## src/rtl/mult_issue_ctrl.sv

```systemverilog
// rtl/mult_issue_ctrl.sv - operand issue and result FIFO around the carry-save multiplier
//
// Issues one operand pair at a time to an external multiplier that has no
// handshake, holds the operands while the registered product settles, samples
// the product SETTLE edges after the load and buffers it in a small FIFO.
//
// Optional build macro: MULT_CHECK_EN (adds chk_err / err_cnt and compares
// the product against the multiplier's verification output on every sample).
//
// Ports:
//   clk, rst            clock, synchronous active-high reset
//   in_valid/in_ready   operand pair handshake, in_a/in_b operands
//   mul_a, mul_b        registered operands to the multiplier
//   mul_p, mul_v        product and verification product from the multiplier
//   out_valid/out_ready result handshake, out_p head-of-FIFO product
//   busy                an operation is in flight
//   op_count            products pushed since reset (wraps)
//   chk_err, err_cnt    sticky mismatch flag and saturating count (MULT_CHECK_EN)
module mult_issue_ctrl #(
  parameter int SIZE       = 16,
  parameter int FIFO_DEPTH = 4,
  parameter int SETTLE     = 2
) (
  input  logic              clk,
  input  logic              rst,
  input  logic              in_valid,
  output logic              in_ready,
  input  logic [SIZE-1:0]   in_a,
  input  logic [SIZE-1:0]   in_b,
  output logic [SIZE-1:0]   mul_a,
  output logic [SIZE-1:0]   mul_b,
  input  logic [2*SIZE-1:0] mul_p,
  input  logic [2*SIZE-1:0] mul_v,
  output logic              out_valid,
  input  logic              out_ready,
  output logic [2*SIZE-1:0] out_p,
  output logic              busy,
  output logic [15:0]       op_count
`ifdef MULT_CHECK_EN
  ,
  output logic              chk_err,
  output logic [7:0]        err_cnt
`endif
);

  localparam int CW   = ($clog2(SETTLE) < 1) ? 1 : $clog2(SETTLE);
  localparam int AW   = ($clog2(FIFO_DEPTH) < 1) ? 1 : $clog2(FIFO_DEPTH);
  localparam int CNTW = AW + 1;

  typedef enum logic {
    IDLE = 1'b0,
    WAIT = 1'b1
  } state_t;

  state_t          state_q, state_d;
  logic [CW-1:0]   cnt_q, cnt_d;
  logic            load;
  logic            push;
  logic            pop;

  logic [2*SIZE-1:0] mem [FIFO_DEPTH];
  logic [AW-1:0]     wr_ptr;
  logic [AW-1:0]     rd_ptr;
  logic [CNTW-1:0]   fifo_count;

  // Room is checked here, at acceptance; with a single op in flight the
  // later push can therefore never find the FIFO full.
  assign in_ready  = (state_q == IDLE) && (fifo_count < CNTW'(FIFO_DEPTH)) && !rst;
  assign out_valid = (fifo_count != '0) && !rst;
  assign out_p     = (fifo_count != '0) ? mem[rd_ptr] : '0;
  assign busy      = (state_q != IDLE);
  assign pop       = out_valid && out_ready;

  always_comb begin
    state_d = state_q;
    cnt_d   = cnt_q;
    load    = 1'b0;
    push    = 1'b0;
    case (state_q)
      IDLE: begin
        if (in_valid && in_ready) begin
          load    = 1'b1;
          cnt_d   = CW'(SETTLE - 1);
          state_d = WAIT;
        end
      end
      WAIT: begin
        if (cnt_q == '0) begin
          push    = 1'b1;
          state_d = IDLE;
        end else begin
          cnt_d = cnt_q - CW'(1);
        end
      end
      default: state_d = IDLE;
    endcase
  end

  always_ff @(posedge clk) begin
    if (rst) begin
      state_q <= IDLE;
      cnt_q   <= '0;
      mul_a   <= '0;
      mul_b   <= '0;
    end else begin
      state_q <= state_d;
      cnt_q   <= cnt_d;
      if (load) begin
        mul_a <= in_a;
        mul_b <= in_b;
      end
    end
  end

  // Storage is not reset; out_p is forced to zero whenever the FIFO is empty.
  always_ff @(posedge clk) begin
    if (!rst && push) begin
      mem[wr_ptr] <= mul_p;
    end
  end

  always_ff @(posedge clk) begin
    if (rst) begin
      wr_ptr     <= '0;
      rd_ptr     <= '0;
      fifo_count <= '0;
      op_count   <= '0;
    end else begin
      if (push) begin
        wr_ptr   <= wr_ptr + AW'(1);
        op_count <= op_count + 16'd1;
      end
      if (pop) begin
        rd_ptr <= rd_ptr + AW'(1);
      end
      case ({push, pop})
        2'b10:   fifo_count <= fifo_count + CNTW'(1);
        2'b01:   fifo_count <= fifo_count - CNTW'(1);
        default: fifo_count <= fifo_count;
      endcase
    end
  end

`ifdef MULT_CHECK_EN
  always_ff @(posedge clk) begin
    if (rst) begin
      chk_err <= 1'b0;
      err_cnt <= '0;
    end else if (push && (mul_p != mul_v)) begin
      chk_err <= 1'b1;
      if (err_cnt != 8'hFF) begin
        err_cnt <= err_cnt + 8'd1;
      end
    end
  end
`else
  // The verification product is only consumed by the checker build.
  logic unused_mul_v;
  assign unused_mul_v = ^mul_v;
`endif

endmodule

```

## config.mk

```make
export PLATFORM = sky130hd
export DESIGN_NAME = mult_issue_ctrl
export DESIGN_NICKNAME = d
export VERILOG_FILES = /design/src/rtl/mult_issue_ctrl.sv
export SDC_FILE = /design/constraint.sdc
export NUM_CORES = 1
export LEC_CHECK = 0
export CAP_MARGIN = 20
export CELL_PAD_IN_SITES_DETAIL_PLACEMENT = 1
export CELL_PAD_IN_SITES_GLOBAL_PLACEMENT = 1
export CORE_MARGIN = 5
export CORE_UTILIZATION = 33
export CTS_CLUSTER_SIZE = 25
export DETAILED_ROUTE_END_ITERATION = 8
export DONT_BUFFER_PORTS = 1
export PLACE_DENSITY_LB_ADDON = 0.1
export SYNTH_ARGS = -nofsm -noshare
export SYNTH_HDL_FRONTEND = slang
export SYNTH_SLANG_ARGS = --single-unit
```

## constraint.sdc

```tcl
create_clock -name clk -period 4.9 [get_ports clk]
set_input_delay 0.49 -clock clk [delete_from_list [all_inputs] [get_ports clk]]
set_output_delay 0.49 -clock clk [all_outputs]
set_load 0.01 [all_outputs]
```

# == Word level (Yosys, flattened, before mapping) ==
# Memories as Yosys holds them, arrays and structs flattened. A register that Yosys moved wholly into a read port is not among the register bits.
# Index checks and enable logic that the tools add are counted.
# classes
bitwise,1
n_mux,15
n_reduce_logical,9
n_addsub,6
magnitude_cmp,1
eq_ne,3
# ops
op,count
32-bit two-way mux,1
"16-bit by 1-bit adder with 16-bit output, second input constant",1
1-bit two-way mux,9
1-bit logical AND,6
3-bit case mux with 2 select lines,1
"2-bit by 1-bit adder with 2-bit output, second input constant",2
2-bit two-way mux,2
1-bit case mux with 2 select lines,2
"3-bit by 1-bit adder with 3-bit output, second input constant",1
"3-bit < comparator, second input constant",1
3-bit nonzero test,1
"3-bit by 1-bit subtractor with 3-bit output, second input constant",1
"2-bit by 1-bit equality test with 1-bit output, second input constant",1
"2-bit equality test, second input constant",1
"2-bit by 1-bit inequality test with 1-bit output, second input constant",1
2-bit nonzero test,1
1-bit zero test,1
1-bit NOT,1
"1-bit subtractor, second input constant",1
# totals
memories,1
inputBits,100
register_bits,57
ramBits,128
word_cells,44
output_inout_bits,83
# mem_list
name,depth,width,read_ports,rd_ports_with_merged_regs,write_ports,line,source
mem,4,32,1,1,1,61,logic [2*SIZE-1:0] mem [FIFO_DEPTH];

# == Logic depth before layout (Yosys ltp) ==
# depth
depth_word,6
depth_mapped,9
ltp_nobuf,9

# == Worst setup path before layout ==
# Ideal clock, no wire load.
# synth_timing
path_kind,input port to flip-flop
startpoint,input port rst
endpoint,memory mem[3][0] in the netlist's numbering (enable)
setup_slack_ps,2559
cell_stages,4
t_arrival_ps,1949
t_required_ps,4508
setup_ps,392
cell_sequence,inv_1 -> clkbuf_1 -> clkbuf_1 -> and3_1
# synth_via
elab_chain_len,4
# synth_rtl
element,line,source
start: declaration,25,"input logic rst,"
1-bit zero test,117,if (!rst && push) begin
1-bit logical AND,117,
1-bit two-way mux,117,
1-bit two-way mux (implied by the code),118,mem[wr_ptr] <= mul_p;
end: declaration,61,
# Every way passes these cells.

==> flow_summary_export.csv <==
group,metric,value,unit
power_and_ir_drop,pwr-share-clk,38.7,%
floorplanning,core_area,21600,um^2
clock_tree,cts-root-to-sink-buffers,2,
setup_path,timing.critical_path.cells,"buf_4, mux4_2, nor2b_1",
synth,post-synth-top-area-fraction,53.5,%
setup_path,worst_setup_path_start_kind,"flip-flop",
detailed_routing,top_signal_layer_used,"met4",
detailed_routing,detail_route.wirelength.met1,5910,um
synth,synth_cell_types,37,
global_route,grt_overflow,0,
place,quantity_of_i_o_buffers_inserted_on_ports,0,
power_and_ir_drop,post-layout-total-power,3.33,mW
setup_path,crit_path_end_kind,"output pin",
synth,ys_top_cells_by_area,"edfxtp_1 (53%), dfxtp_1 (16%), mux4_2 (10%)",
worst_hold_path,timing.hold.worst_endpoint,"op_count[10]$_SDFFE_PP0P_",
clock_tree,numClockSinks,187,
timing,grt_setup_unrepaired,"no",
power_and_ir_drop,power.combinational.fraction,7.5,%
synth,async_reset_ff_share,0,%
synth,synth_top_area_cell,"edfxtp_1",
layout,nFillCells,2221,
floorplanning,initial_utilization,33.2,%
flow_run,timing.max_cap.violations,0,
detailed_routing,met3WireLength,1570,um
setup_path,slowest_stage,"dfxtp_2",
layout,finalInstanceArea,8040,um^2
clock_tree,ctsHtreeMaxLevel,4,
global_route,grt_use_total,12.6,%
synth,synth-edff-count,128,
timing,max_slew.worst_pin.slew,0.990,ns
timing,clock.fmax,339,MHz
detailed_routing,route.detailed.wl_per_inst,19.5,um
timing,relative_slew_slack,34.0,%
run_status,status,"finished, final reports clean",
place,gp_routability_congestion,0.672,
clock_tree,cts_made_buffers,17,
global_route,pin_count_of_the_biggest_net_entering_global_routing,67,
place,hpwlAfterDp,9320,um
power_and_ir_drop,switching_share,24.7,%
global_route,grt_first_pass_wirelength,23300,um
floorplanning,chipWidth,158,um
layout,areaGrowthSynthToFinish,11.8,%
synth,yosys.area_share.xor_xnor,1.95,%
timing,hold_ws,0.129,ns
timing,timing_hold_violations_final,0,
clock_tree,tritoncts_clock_tree,"yes",
detailed_routing,routed_wirelength,15100,um
setup_path,worst_path_dominant_cell_family,"flip-flops",
layout,seqCellArea,5030,um^2
detailed_routing,antenna_violating_nets_left,0,
power_and_ir_drop,power_density,415,nW/um^2
layout,n_antenna_cell,0,
power_and_ir_drop,worst_ir_drop_vdd,221,uV
timing,setup_viol_count_final,0,
synth,synth_cells,482,
floorplanning,area_enclosed_by_the_die_boundary,24800,um^2
worst_hold_path,timing.hold.worst.start,"rst",
timing,totalNegativeSetupSlack,0,ns
layout,drive_gt1_share,16.9,%
clock_tree,cts_root_buf,"clkbuf_16",
power_and_ir_drop,seq_power_share,53.8,%
synth,netlist_top_cells_count,"edfxtp_1 (128), nand2_1 (73), dfxtp_1 (59)",
power_and_ir_drop,power.static_leakage,2.55,nW
clock_tree,clock_latency,0.42,ns
synth,muxShareOfSynthArea,10.2,%
setup_path,critical_path_peak_fanout,21,
synth,synthAdderAreaFrac,1.32,%
setup_path,setup.worst_path.class,"flip-flop to output pin",
synth,synthesis.nets,589,
setup_path,regToRegEndpoint,"fifo_count[2]$_SDFFE_PP0P_",
detailed_routing,1st_iter_drt_viols,186,
timing,post-route-min-period,2.95,ns
clock_tree,clock_transition_at_the_registers_of_the_reported_paths,0.08,ns
power_and_ir_drop,internal_power,2.51,mW
setup_path,critical_path_arrival,2.46,ns
timing,timing.final.crit_share,60.2,%
timing,number_of_max_slew_violations_in_the_final_report,0,
floorplanning,floorplan.io_pins,183,
detailed_routing,detailedRoute.firstPassIterationCount,4,
synth,synth-simple-area-share,11.2,%
global_route,antenna_found_initial,0,
synth,postSynthAreaPerCell,14.9,um^2
timing,final.setup_skew,0.0134,ns
synth,synth-seq-area-share,69.9,%
synth,synth_compound_area_share,3.27,%
detailed_routing,post-route-drc-count,0,
synth,ys.flop_type,"edfxtp_1",
layout,area_of_the_multi_input_gates,2030,um^2
synth,synth_top_family_by_area,"simple AND/OR/NAND/NOR gates",
place,place_area,7450,um^2
layout,nNetsFinal,586,
setup_path,ff2ff_path_depth,8,
setup_path,worst_r2r_startpoint,"busy$_SDFF_PP0_",
synth,mappedNetlistArea,7190,um^2
clock_tree,post_cts.resized_instances,0,
detailed_routing,route.vias.total,3758,
clock_tree,hold_buffers,0,
detailed_routing,routed_via_density,4.87,
worst_hold_path,hold_path_depth,1,
setup_path,buffering_stage_count_on_the_worst_path_with_inverters_included,1,
worst_hold_path,min-delay-path-class,"primary input to flip-flop",
floorplanning,std_cell_rows,54,
synth,ys_ff_latch,187,
setup_path,timing.critical_path.required,4.41,ns
synth,yosysWarningCount,0,
global_route,via_count_of_the_first_global_routing_pass,4042,
synth,synth.most_common_cell,"edfxtp_1",
setup_path,timing.reg2reg.setup_slack,2.31,ns
detailed_routing,met2_length,7440,um
power_and_ir_drop,netSwitchingPower,825,uW
setup_path,slowest_delay,0.89,ns
clock_tree,setup_buffers_after_cts,0,
floorplanning,fp.dieH,158,um
kinds of logic (layout without fill, tap and decap cells):
| kind of cell | count (synthesis) | count (layout) |
|---|---|---|
| AND/OR/NAND/NOR | 160 | 160 |
| buffers and inverters | 34 | 43 |
| multiplexers | 33 | 33 |
| XOR/XNOR | 16 | 16 |
| AO/OA/AOI/OAI | 45 | 45 |
| flip-flops | 187 | 187 |
| adder cells (fa/ha/maj) | 7 | 7 |
area by class of cell:
| type | count | share of cell area (%) |
|---|---|---|
| inverters | 9 | 0.420 |
| clock inverters | 14 | 1.65 |
| flip-flops and latches | 187 | 62.5 |
| multi-input cells | 261 | 25.2 |
| well taps | 280 | 4.36 |
| clock buffers | 17 | 5.29 |
| repair buffers | 3 | 0.529 |
metrics by stage:
stage,cells,setup WS [ns],util (%)
after floorplan,482,2.56,-
after global placement,739,2.11,34.5
after detailed placement,739,2.08,34.5
after CTS,770,1.79,37.0
after global routing,771,1.72,37.2
final,771,1.95,37.2
flip-flops by register name (all words and copies together), names as in the netlist, named ones only:
| name | cells |
|---|---|
| busy | 1 |
| cnt_q | 1 |
| fifo_count | 3 |
| mem | 128 |
| mul_a | 16 |
| mul_b | 16 |
| op_count | 16 |
| rd_ptr | 2 |
| wr_ptr | 2 |
worst max path at each step:
stage | from | end | slack, ns | cells past startpoint
3_5_place_dp | rst | mem[2][18]$_DFFE_PP_ | 2.08 | 2
5_1_grt | flip-flop | out_p[31] | 1.72 | 3
6_report | flip-flop | out_p[17] | 1.95 | 3
4_1_cts | flip-flop | out_p[17] | 1.79 | 3
2_1_floorplan | rst | mem[3][0]$_DFFE_PP_ | 2.56 | 4
3_3_place_gp | rst | mem[0][18]$_DFFE_PP_ | 2.11 | 2
cells in the final DEF (no fill, tap or decap), types with 7 or more instances in the layout:
| cell | Yosys | layout |
|---|---|---|
| dfxtp_1 | 59 | 57 |
| a21oi_1 | 7 | 7 |
| nor2b_1 | 33 | 33 |
| edfxtp_1 | 128 | 128 |
| nor2_1 | 23 | 23 |
| nand2_1 | 73 | 73 |
| mux4_2 | 32 | 32 |
| xnor2_1 | 10 | 10 |
| o21ai_0 | 35 | 35 |
| inv_1 | 9 | 9 |
| clkbuf_16 | 0 | 17 |
routing by layer:
layer | up-vias | track usage, %
met3 | 12 | 6.40
met4 | 0 | 4.06
met5 | - | 0
li1 | 1742 | -
met1 | 1881 | 14.5
met2 | 123 | 20.6
power by group through the flow:
stage / logic [mW] / registers [mW] / clock network [mW]
finish: 0.249 / 1.79 / 1.29
global route: 0.275 / 1.80 / 1.42
CTS: 0.258 / 1.80 / 1.34
floorplan: 0.222 / 1.80 / 0
global placement: 0.251 / 1.83 / 0
detailed placement: 0.258 / 1.83 / 0
(Power assumes the default switching activity.)
